## config.mk

```make
export PLATFORM = sky130hd
export DESIGN_NAME = ram_fifo
export DESIGN_NICKNAME = d
export VERILOG_FILES = /design/src/rtl/ram_fifo.sv
export SDC_FILE = /design/constraint.sdc
export NUM_CORES = 1
export LEC_CHECK = 0
export ABC_CLOCK_PERIOD_IN_PS = 6600
export BUFFER_PORTS_ARGS = -buffer_cell sky130_fd_sc_hd__buf_4
export CAP_MARGIN = 20
export CORE_UTILIZATION = 45
export DETAILED_ROUTE_END_ITERATION = 12
export PLACE_DENSITY = 0.73
export SLEW_MARGIN = 10
export SYNTH_ARGS = -nofsm -noshare
export SYNTH_HDL_FRONTEND = slang
export SYNTH_SLANG_ARGS = --single-unit
```

## constraint.sdc

```tcl
create_clock -name clk -period 6.6 [get_ports clk]
set_input_delay 0 -clock clk [delete_from_list [all_inputs] [get_ports clk]]
set_output_delay 0 -clock clk [all_outputs]
set_load 0.05 [all_outputs]
```

## src/rtl/ram_fifo.sv

```systemverilog
// Synchronous FIFO: inferred DEPTH x WIDTH RAM whose registered read port is the output register.
// A word written at edge N is presented at edge N+1. in_ready depends only on the registered level.
module ram_fifo #(
   parameter int WIDTH = 8,
   parameter int DEPTH = 4
) (
   input  logic                     clk,
   input  logic                     rst_n,
   input  logic [WIDTH-1:0]         in_data,
   input  logic                     in_valid,
   output logic                     in_ready,
   output logic [WIDTH-1:0]         out_data,
   output logic                     out_valid,
   input  logic                     out_ready,
   output logic [$clog2(DEPTH):0]   level
);

   localparam int PW = $clog2(DEPTH);
   localparam int LW = PW + 1;

   logic [WIDTH-1:0] mem [DEPTH];
   logic [PW-1:0]    wr_ptr;
   logic [PW-1:0]    rd_ptr;
   logic [LW-1:0]    ram_count;
   logic [LW-1:0]    level_nxt;
   logic             push;
   logic             pop;
   logic             load;

   assign in_ready  = (level != LW'(DEPTH));
   assign push      = in_valid && in_ready;
   assign pop       = out_valid && out_ready;
   // Words still in RAM that have not yet been moved into the output register.
   assign ram_count = level - LW'(out_valid);
   assign load      = (ram_count != '0) && (!out_valid || out_ready);

   always_comb begin
      level_nxt = level;
      if (push && !pop)
         level_nxt = level + LW'(1);
      else if (!push && pop)
         level_nxt = level - LW'(1);
   end

   // No reset on the array so it maps onto block RAM.
   always_ff @(posedge clk) begin
      if (push)
         mem[wr_ptr] <= in_data;
   end

   always_ff @(posedge clk or negedge rst_n) begin
      if (!rst_n) begin
         wr_ptr    <= '0;
         rd_ptr    <= '0;
         level     <= '0;
         out_valid <= 1'b0;
         out_data  <= '0;
      end else begin
         level <= level_nxt;
         if (push)
            wr_ptr <= wr_ptr + PW'(1);
         if (load) begin
            out_data  <= mem[rd_ptr];
            rd_ptr    <= rd_ptr + PW'(1);
            out_valid <= 1'b1;
         end else if (pop) begin
            out_valid <= 1'b0;
         end
      end
   end

endmodule
```

==> impl.org, run 1 <==
** Global route
- Entering global routing, the biggest net connects 17 pins.
- Initial antenna violation count :: 0
- The total overflow left after global routing is 0.
- Global routing used 16.4% of the available tracks.
- The first global-routing pass estimated 5.08 mm of wire.
- Number of global-route vias before repair :: 1,051

** Run status
- The flow ran to the end, and the final reports show no timing, DRC or antenna violations.

** CTS
- TritonCTS built the clock tree.
- The cell sitting at the root of the clock tree is a clkbuf_8.
- Gates resized during post-CTS repair numbered 0.
- Clock-pin slew was measured on the worst setup and hold paths at 0.08 ns.
- Number of buffers inserted during clock tree synthesis :: 5
- Num Clock Sinks :: 48
- The clock passes through at most 2 buffers.
- For the worst-skew pair, the clock arrives at the later sink with an insertion delay of 0.29 ns.
- The H-tree was split into 2 levels.

** Placed design
- HPWL reported at the end of detailed placement :: 2.20 mm
- Routability-driven placement finished with a final weighted congestion of 0.797.
- Input and output buffers added on the ports amount to 24.
- DP Area :: 2200 um2
- Count of placed standard cells including taps :: 172

** Cells and area
- The net count of the finished layout is 158.
- Once layout is done, the placed cells without fillers occupy 2380 um2.
- Area Growth Syn to Fin :: 19.7%
- Share of post-route cells with drive strength above 1 :: 35.7%
- N_diodes :: 0
- Most common cell after layout, fill and taps aside :: edfxtp_1
- Commonest cells after routing, fill and taps aside :: edfxtp_1, buf_4, dfrtp_1
- The count of cells in the finished layout, fillers not included, comes to 190.

** STA
- Setup violations remaining at the end of the flow were counted as 0.
- Hold violation total from the final report :: 0
- Worst slew pin tran :: 0.677 ns
- Setup repair after global routing left no endpoint under its margin.
- In this run the tightest slew margin relative to its limit is 54.9%.
- Ratio of final minimum period to clock period :: 33.8%
- Highest Clock Rate :: 448 MHz
- Setup total negative slack :: 0 ns
- Time the worst path needs with I/O delays and setup :: 2.23 ns
- The number of slew-limit violations in the final report is 0.
- The clock arrives with 0.00621 ns of skew.

** Setup path
- STA puts the critical path data arrival time at 2.41 ns.
- STA puts the critical path data required time at 6.78 ns.
- The worst setup path is of the flop to flop kind.
- The worst setup path is launched from a flop.
- The worst setup path is captured at a flop.
- Biggest fanout along the worst timing path :: 7

** Yosys
- FF+latch count, synth :: 48
- For this run, the register share of the synthesized area comes to 68.6%.
- The number of nets handed over by synthesis was 121.
- The cell area that synthesis handed to floorplanning was 1980 um2.
- After synthesis, the mean cell area works out to 19.5 um2.
- The synthesized netlist contains 25 unique library cells.
- Yosys printed 0 warnings.
- Gate count after technology mapping :: 102

** Drt
- The routed design has 3.23 mm of wire.
- Detailed router's first-iteration violation count :: 42
- Final antenna-violating net count :: 0
- Using the TritonRoute via totals, the vias-per-cell ratio works out to 5.28.
- Before antenna repair, the detailed router went through 4 iterations.
- In the final routed layout, each cell accounts on average for 17.0 um.
- For this run, design rule violations remaining after detail routing come to 0.
- Via Count :: 1,003

** Flow run
- Max-cap check violation count :: 0

** Floorplan
- For this design the top-level I/O count stands at 25.
- Standard-cell rows :: 23
- Height of the die :: 68.4 um
- The die covers 4680 um2.
- Starting density of the core :: 48.2%
- The total area inside the core boundary comes to 4120 um2.
- The floorplan step set the die width to 68.4 um.

** Pwr
- VDD sags by at most 0.000172 V.
- Leak Pwr :: 0.948 nW
- Dividing total power by cell area gives a power density of 494 nW/um2.

** Hold path
- In this run the worst hold path is classified as primary input to async pin.
[through the flow]
step / utilization, % / power, mW / worst slack, ns / hold WS (ns)
after floorplan: - / 0.892 / 4.08 / -0.296
after global placement: 53.4 / 0.996 / 4.44 / -0.119
after detailed placement: 53.4 / 1.02 / 4.38 / -0.116
after CTS: 57.7 / 1.18 / 4.37 / 0.113
after global routing: 57.7 / 1.24 / 4.27 / 0.122
final: 57.7 / 1.17 / 4.37 / 0.0999
[cells by family after synthesis]
kind of cell | synth area share [%]
xor gates and xnor gates | 3.47
DFF | 68.6
muxes | 15.7
AOI/OAI and AO/OA | 1.32
and+or+nand+nor | 3.59
adders and majority gates | 4.79
buffers and inverters | 2.52
[sequential cells by signal, indices dropped and copies added (netlist names)]
| name | flops |
|---|---|
| level | 3 |
| mem | 32 |
| out_data | 8 |
| out_valid | 1 |
| rd_ptr | 2 |
| wr_ptr | 2 |
[final cells by class]
class / count / area (um2)
Sequential cell: 48 / 1360
Timing Repair Buffer: 34 / 280
Clock buffer: 7 / 76.3
Fill cell: 313 / 1740
Clock inverter: 1 / 3.75
Tap cell: 50 / 62.6
Inverter: 5 / 18.8
Multi-Input combinational cell: 45 / 573
[repair_timing]
item	CTS	global route
endpoints found under the hold margin	49	0
buffers inserted	0	0
hold buffers	10	0
[worst max-delay path, stage by stage, from the launching register on]
cell and delay [ns]:
dfrtp_1 0.45, or3b_1 0.51, and2_4 0.23, ha_1 0.21, inv_1 0.07, fa_1 0.39, mux2_2 0.26
[power breakdown]
group	leakage, nW	switching (mW)	internal, mW
Clock	0.0399	0.0886	0.0738
Sequential	0.478	0.0772	0.418
Combinational	0.430	0.283	0.233
Total	0.948	0.449	0.724
[routing by layer]
| metal | up-vias | track usage, % | share of wire, % |
|---|---|---|---|
| met3 | 7 | 4.33 | 4.5 |
| li1 | 454 | - | - |
| met5 | - | 0 | 0 |
| met2 | 26 | 26.8 | 53 |
| met4 | 0 | 10.2 | 2.4 |
| met1 | 516 | 19.0 | 40 |
[Yosys cell counts]
| cell | instances | area share [%] |
|---|---|---|
| and3_1 | 4 | 1.3 |
| o311ai_0 | 1 | 0.44 |
| or3b_1 | 1 | 0.44 |
| edfxtp_1 | 32 | 48 |
| buf_6 | 2 | 1.1 |
| dfrtp_1 | 16 | 20 |
| nand2b_1 | 1 | 0.32 |
| xnor2_2 | 1 | 0.82 |
| nand3_1 | 1 | 0.25 |
| o21ai_2 | 1 | 0.44 |
| buf_2 | 1 | 0.25 |
| and2_4 | 1 | 0.44 |
| nand2_1 | 1 | 0.19 |
| xnor2_1 | 2 | 0.88 |
| buf_1 | 1 | 0.19 |
| fa_1 | 1 | 1.0 |
| mux2_4 | 8 | 6.1 |
| mux2_2 | 1 | 0.57 |
| nor2_1 | 1 | 0.19 |
| xor2_1 | 4 | 1.8 |
| o31a_1 | 1 | 0.44 |
| ha_1 | 6 | 3.8 |
| or4b_2 | 1 | 0.50 |
| inv_1 | 5 | 0.95 |
| mux4_2 | 8 | 9.1 |
[path summary, 6_finish.rpt]
check,from,end,slack (ns),cells after the start
setup / recovery,level[0],level[1],4.37,6
hold / removal,rst_n,out_data[1],0.1,2
setup reg to reg,level[0],level[1],4.37,6
hold reg to reg,out_data[4],out_data[4],0.52,1
max in group asynchronous,rst_n,level[1],6.31,2
min in group clk,out_ready,level[0],0.19,4
(Power assumes the default switching activity.)
==> run 2, diff against run 1 <==
--- a/config.mk
+++ b/config.mk
@@ -5,7 +5,7 @@
 export SDC_FILE = /design/constraint.sdc
 export NUM_CORES = 1
 export LEC_CHECK = 0
-export ABC_CLOCK_PERIOD_IN_PS = 6600
+export ABC_CLOCK_PERIOD_IN_PS = 2270
 export BUFFER_PORTS_ARGS = -buffer_cell sky130_fd_sc_hd__buf_4
 export CAP_MARGIN = 20
 export CORE_UTILIZATION = 45
==> constraint.sdc (replaced) <==
create_clock -name clk -period 2.27 [get_ports clk]
set_input_delay 0 -clock clk [delete_from_list [all_inputs] [get_ports clk]]
set_output_delay 0 -clock clk [all_outputs]
set_load 0.05 [all_outputs]
==> run 2 against run 1 <==
  * First-iteration DRC count grew 24%
  * Design area grew 2.9%
  * Cell count rose by 1.6%
  * Count of clock-buffer cells in the layout decreased by 2
  * Clock power grew to 3.8 times the previous value
  * Setup slack lost 4.2 ns
  * Global-route usage down 0.39 points
  * Total power rose to 3.1 times the previous value
  * Via count fell by 2.4%
  * Die area unchanged
  * Combinational power grew to 3.0 times the previous value
  * Sequential share of layout area fell by 1.5 points
  * Largest cell class unchanged
==> impl.org, run 2 (synthesis results as in run 1) <==
** Run status
- The run finished with clean final reports.

** Setup path
- The setup path with the least slack is of type flop to flop.
- The worst endpoint data arrival time was 2.25 ns (-0.16 ns).
- The critical path data required time was 2.47 ns (-4.31 ns).
- Critical path launch point type :: flop
- For this design, the slowest cell found on the critical path is dfrtp_2.
- Worst setup EP type :: flop
- The highest net fanout along the worst path was 7 (unchanged).
- Family with the most delay on the worst path :: simple AND/OR/NAND/NOR gates
- The critical path goes through or3b_1 > and2_4 > ha_4 > inv_1 > fa_1 > mux2_2.
- Slack of the worst reg-to-reg path :: 0.22 ns (-4.15 ns)
- Largest stage delay, worst path :: 0.45 ns (-0.06 ns)
- CP Buf/Inv Count :: 1 (unchanged)

** Cells and area
- Largest registers :: mem (32), out_data (8), level (3)
- More flip-flops sit in one register than any other, and that register is mem.
- The number of diodes came to 0 (unchanged).
- Relative to the synthesized area, the layout overhead comes to 23.3%.
- Share of post-route cells with drive strength above 1 :: 42.0% (+6.2 points)
- Total area of sequential cells :: 1370 um2 (+0.28%)
- Footprint of the multi-input gates :: 586 um2 (+2.2%)
- The filler cell count was 312 (-0.32%).
- Commonest cells after routing, fill and taps aside :: edfxtp_1, buf_4, dfrtp_1
- Post-Layout Inst Area :: 2450 um2 (+2.9%)
- The flip-flop count of the largest register after layout came to 32 (unchanged).
- Most common cell after layout, fill and taps aside :: edfxtp_1
- Fin nets :: 161 (+1.9%)

** Drt
- The number of vias per cell after detailed routing is 5.07 (-3.9%).
- The final routed DRC violation total was 0 (unchanged).
- The via count of the routed design came to 979 (-2.4%).
- The detailed-route wire length per cell was 15.9 um (-6.6%).
- Top Metal Used :: met4
- The met2 layer wire length in the routed design was 1.50 mm (-13%).
- The detailed-route wire length on metal 1 is 1.37 mm (+7.0%).
- First-pass iteration count of the detailed router :: 4 (unchanged)
- The final antenna-violating net count was 0 (unchanged).
- The wire length reported by the detailed router is 3.06 mm (-5.1%).
- Sum of met3 wire segment lengths after detailed routing :: 97 um (-33%)
- The number of design-rule violations left by the first detailed-router iteration is 52 (+24%).

** Placed design
- The final RePlAce weighted congestion is 0.742 (-7.0%).
- Count of buffers inserted at the top-level ports :: 24 (unchanged)
- The placed wire-length estimate was 2.08 mm (-5.6%).
- The placed standard-cell area came to 2230 um2 (+1.8%).

** STA
- Setup repair after global routing left no endpoint under its margin.
- Number of pins with negative max-slew slack in the final report :: 0 (unchanged)
- Hold violation total from the final report :: 0 (unchanged)
- Highest Clock Rate :: 487 MHz (+8.6%)
- Worst slew pin tran :: 0.461 ns (-0.216 ns)
- The final worst-path cycle share is 90.5% (+57 points).
- Setup skew after layout :: 0.00868 ns (+0.00247 ns)
- The shortest clock period the worst path allows after layout was 2.05 ns (-0.177 ns).
- Setup total negative slack :: 0 ns (unchanged)
- Max_slew headroom :: 69.3% (+14 points)
- The total setup violations reported at the end of the flow was 0 (unchanged).

** CTS
- Setup bufs post-CTS :: 0 (unchanged)
- Num Clock Sinks :: 48 (unchanged)
- Latest clock arrival within the worst-skew pair :: 0.30 ns (about the same)
- In this run the clock root is driven by a clkbuf_8.
- H-tree level count :: 2 (unchanged)
- Clock-pin slew reported for the worst setup and hold paths after clock tree synthesis :: 0.09 ns (about the same)
- The clock tree buffer depth was 2 (unchanged).
- Number of buffers inserted during clock tree synthesis :: 5 (unchanged)
- TritonCTS built the clock tree.

** Pwr
- The leakage component of the power was 0.973 nW (+2.7%).
- Total internal power :: 2.27 mW (+210%)
- Clock network fraction of design power :: 17.1% (+3.3 points)
- The power per standard cell area was 1470 nW/um2 (+200%).
- The net switching power of the design was 1.32 mW (+190%).
- Portion of total power attributed to sequential cells :: 39.4% (-2.8 points)
- Part of the power in combinational logic :: 43.4% (-0.6 points)
- The maximum ir drop on the vdd rail is 0.000549 V (+220%).
- Switching power as a share of total power :: 36.8% (-1.5 points)

** Floorplan
- Starting density of the core :: 48.2% (unchanged)
- The vertical extent of the die was 68.4 um (unchanged).
- The placeable core region came to 4120 um2 (unchanged).
- The count of standard-cell rows was 23 (unchanged).
- The overall die width came to 68.4 um (unchanged).
- The I/O pin count came to 25 (unchanged).
- Area enclosed by the die boundary :: 4680 um2 (unchanged)

** Global route
- The global-route wire length before repair is 4.89 mm (-3.8%).
- Initial antenna violation count :: 0 (unchanged)
- Number of global-route vias before repair :: 1,019 (-3.0%)
- Global-route total usage across every layer :: 16.0% (-0.39 points)
- Overall overflow remaining after global route :: 0 (unchanged)
- Pin count of the biggest net entering global routing :: 17 (unchanged)

** Flow run
- The number of violations of the max-capacitance limit was 0 (unchanged).

** Hold path
- Class of the worst hold path :: primary input to async pin
-- run 2: cell count changes in the layout (fill, tap and decap cells not counted), sizes merged --
cell,change
buf,+3
clkbuf,-2
bufinv,+1
clkinvlp,+1
-- run 2: final cells by class --
type	count	share of cell area (%)
tap	50	2.56
timing repair buffer	37	12.4
clock inverter	3	1.74
multi-input combinational	45	23.9
sequential	48	55.8
clock buffer	5	2.81
inverter	5	0.767
-- run 2: per-layer routing --
metal	up-vias	global-route usage [%]
met5	-	0
met1	490	19.2
met2	19	24.4
met3	8	6.17
li1	462	-
met4	0	9.38
-- run 2: power groups by stage --
| stage | combinational, mW | clock, mW | sequential, mW |
|---|---|---|---|
| after floorplan | 0.892 | 0 | 1.73 |
| after global placement | 1.53 | 0 | 1.42 |
| after detailed placement | 1.56 | 0 | 1.44 |
| after CTS | 1.58 | 0.627 | 1.42 |
| after global routing | 1.68 | 0.675 | 1.45 |
| final | 1.56 | 0.615 | 1.41 |
-- run 2: path summary, 6_finish.rpt --
path	endpoint	cells after the start	from
max	level[1]	6	level[1]
min	out_data[6]	2	rst_n
max reg2reg	level[1]	6	level[1]
min reg2reg	level[2]	1	level[2]
max in group asynchronous	level[2]	2	rst_n
min in group clk	level[0]	4	out_ready
-- run 2: what timing repair did --
action | in CTS | in global routing
hold buffers | 10 | 0
hold endpoints to repair | 49 | 0
gates resized for setup | 0 | 0
-- run 2: per-stage QoR --
| stage | std cells | utilization [%] | hold slack [ns] | worst slack [ns] | total power [mW] |
|---|---|---|---|---|---|
| floorplan | 102 | - | -0.296 | 0.0165 | 2.62 |
| global placement | 175 | 54.3 | -0.131 | 0.283 | 2.96 |
| detailed placement | 175 | 54.3 | -0.125 | 0.239 | 3.00 |
| CTS | 193 | 59.4 | 0.0792 | 0.219 | 3.63 |
| global route | 193 | 59.4 | 0.109 | 0.166 | 3.81 |
| finish | 193 | 59.4 | 0.0830 | 0.217 | 3.59 |
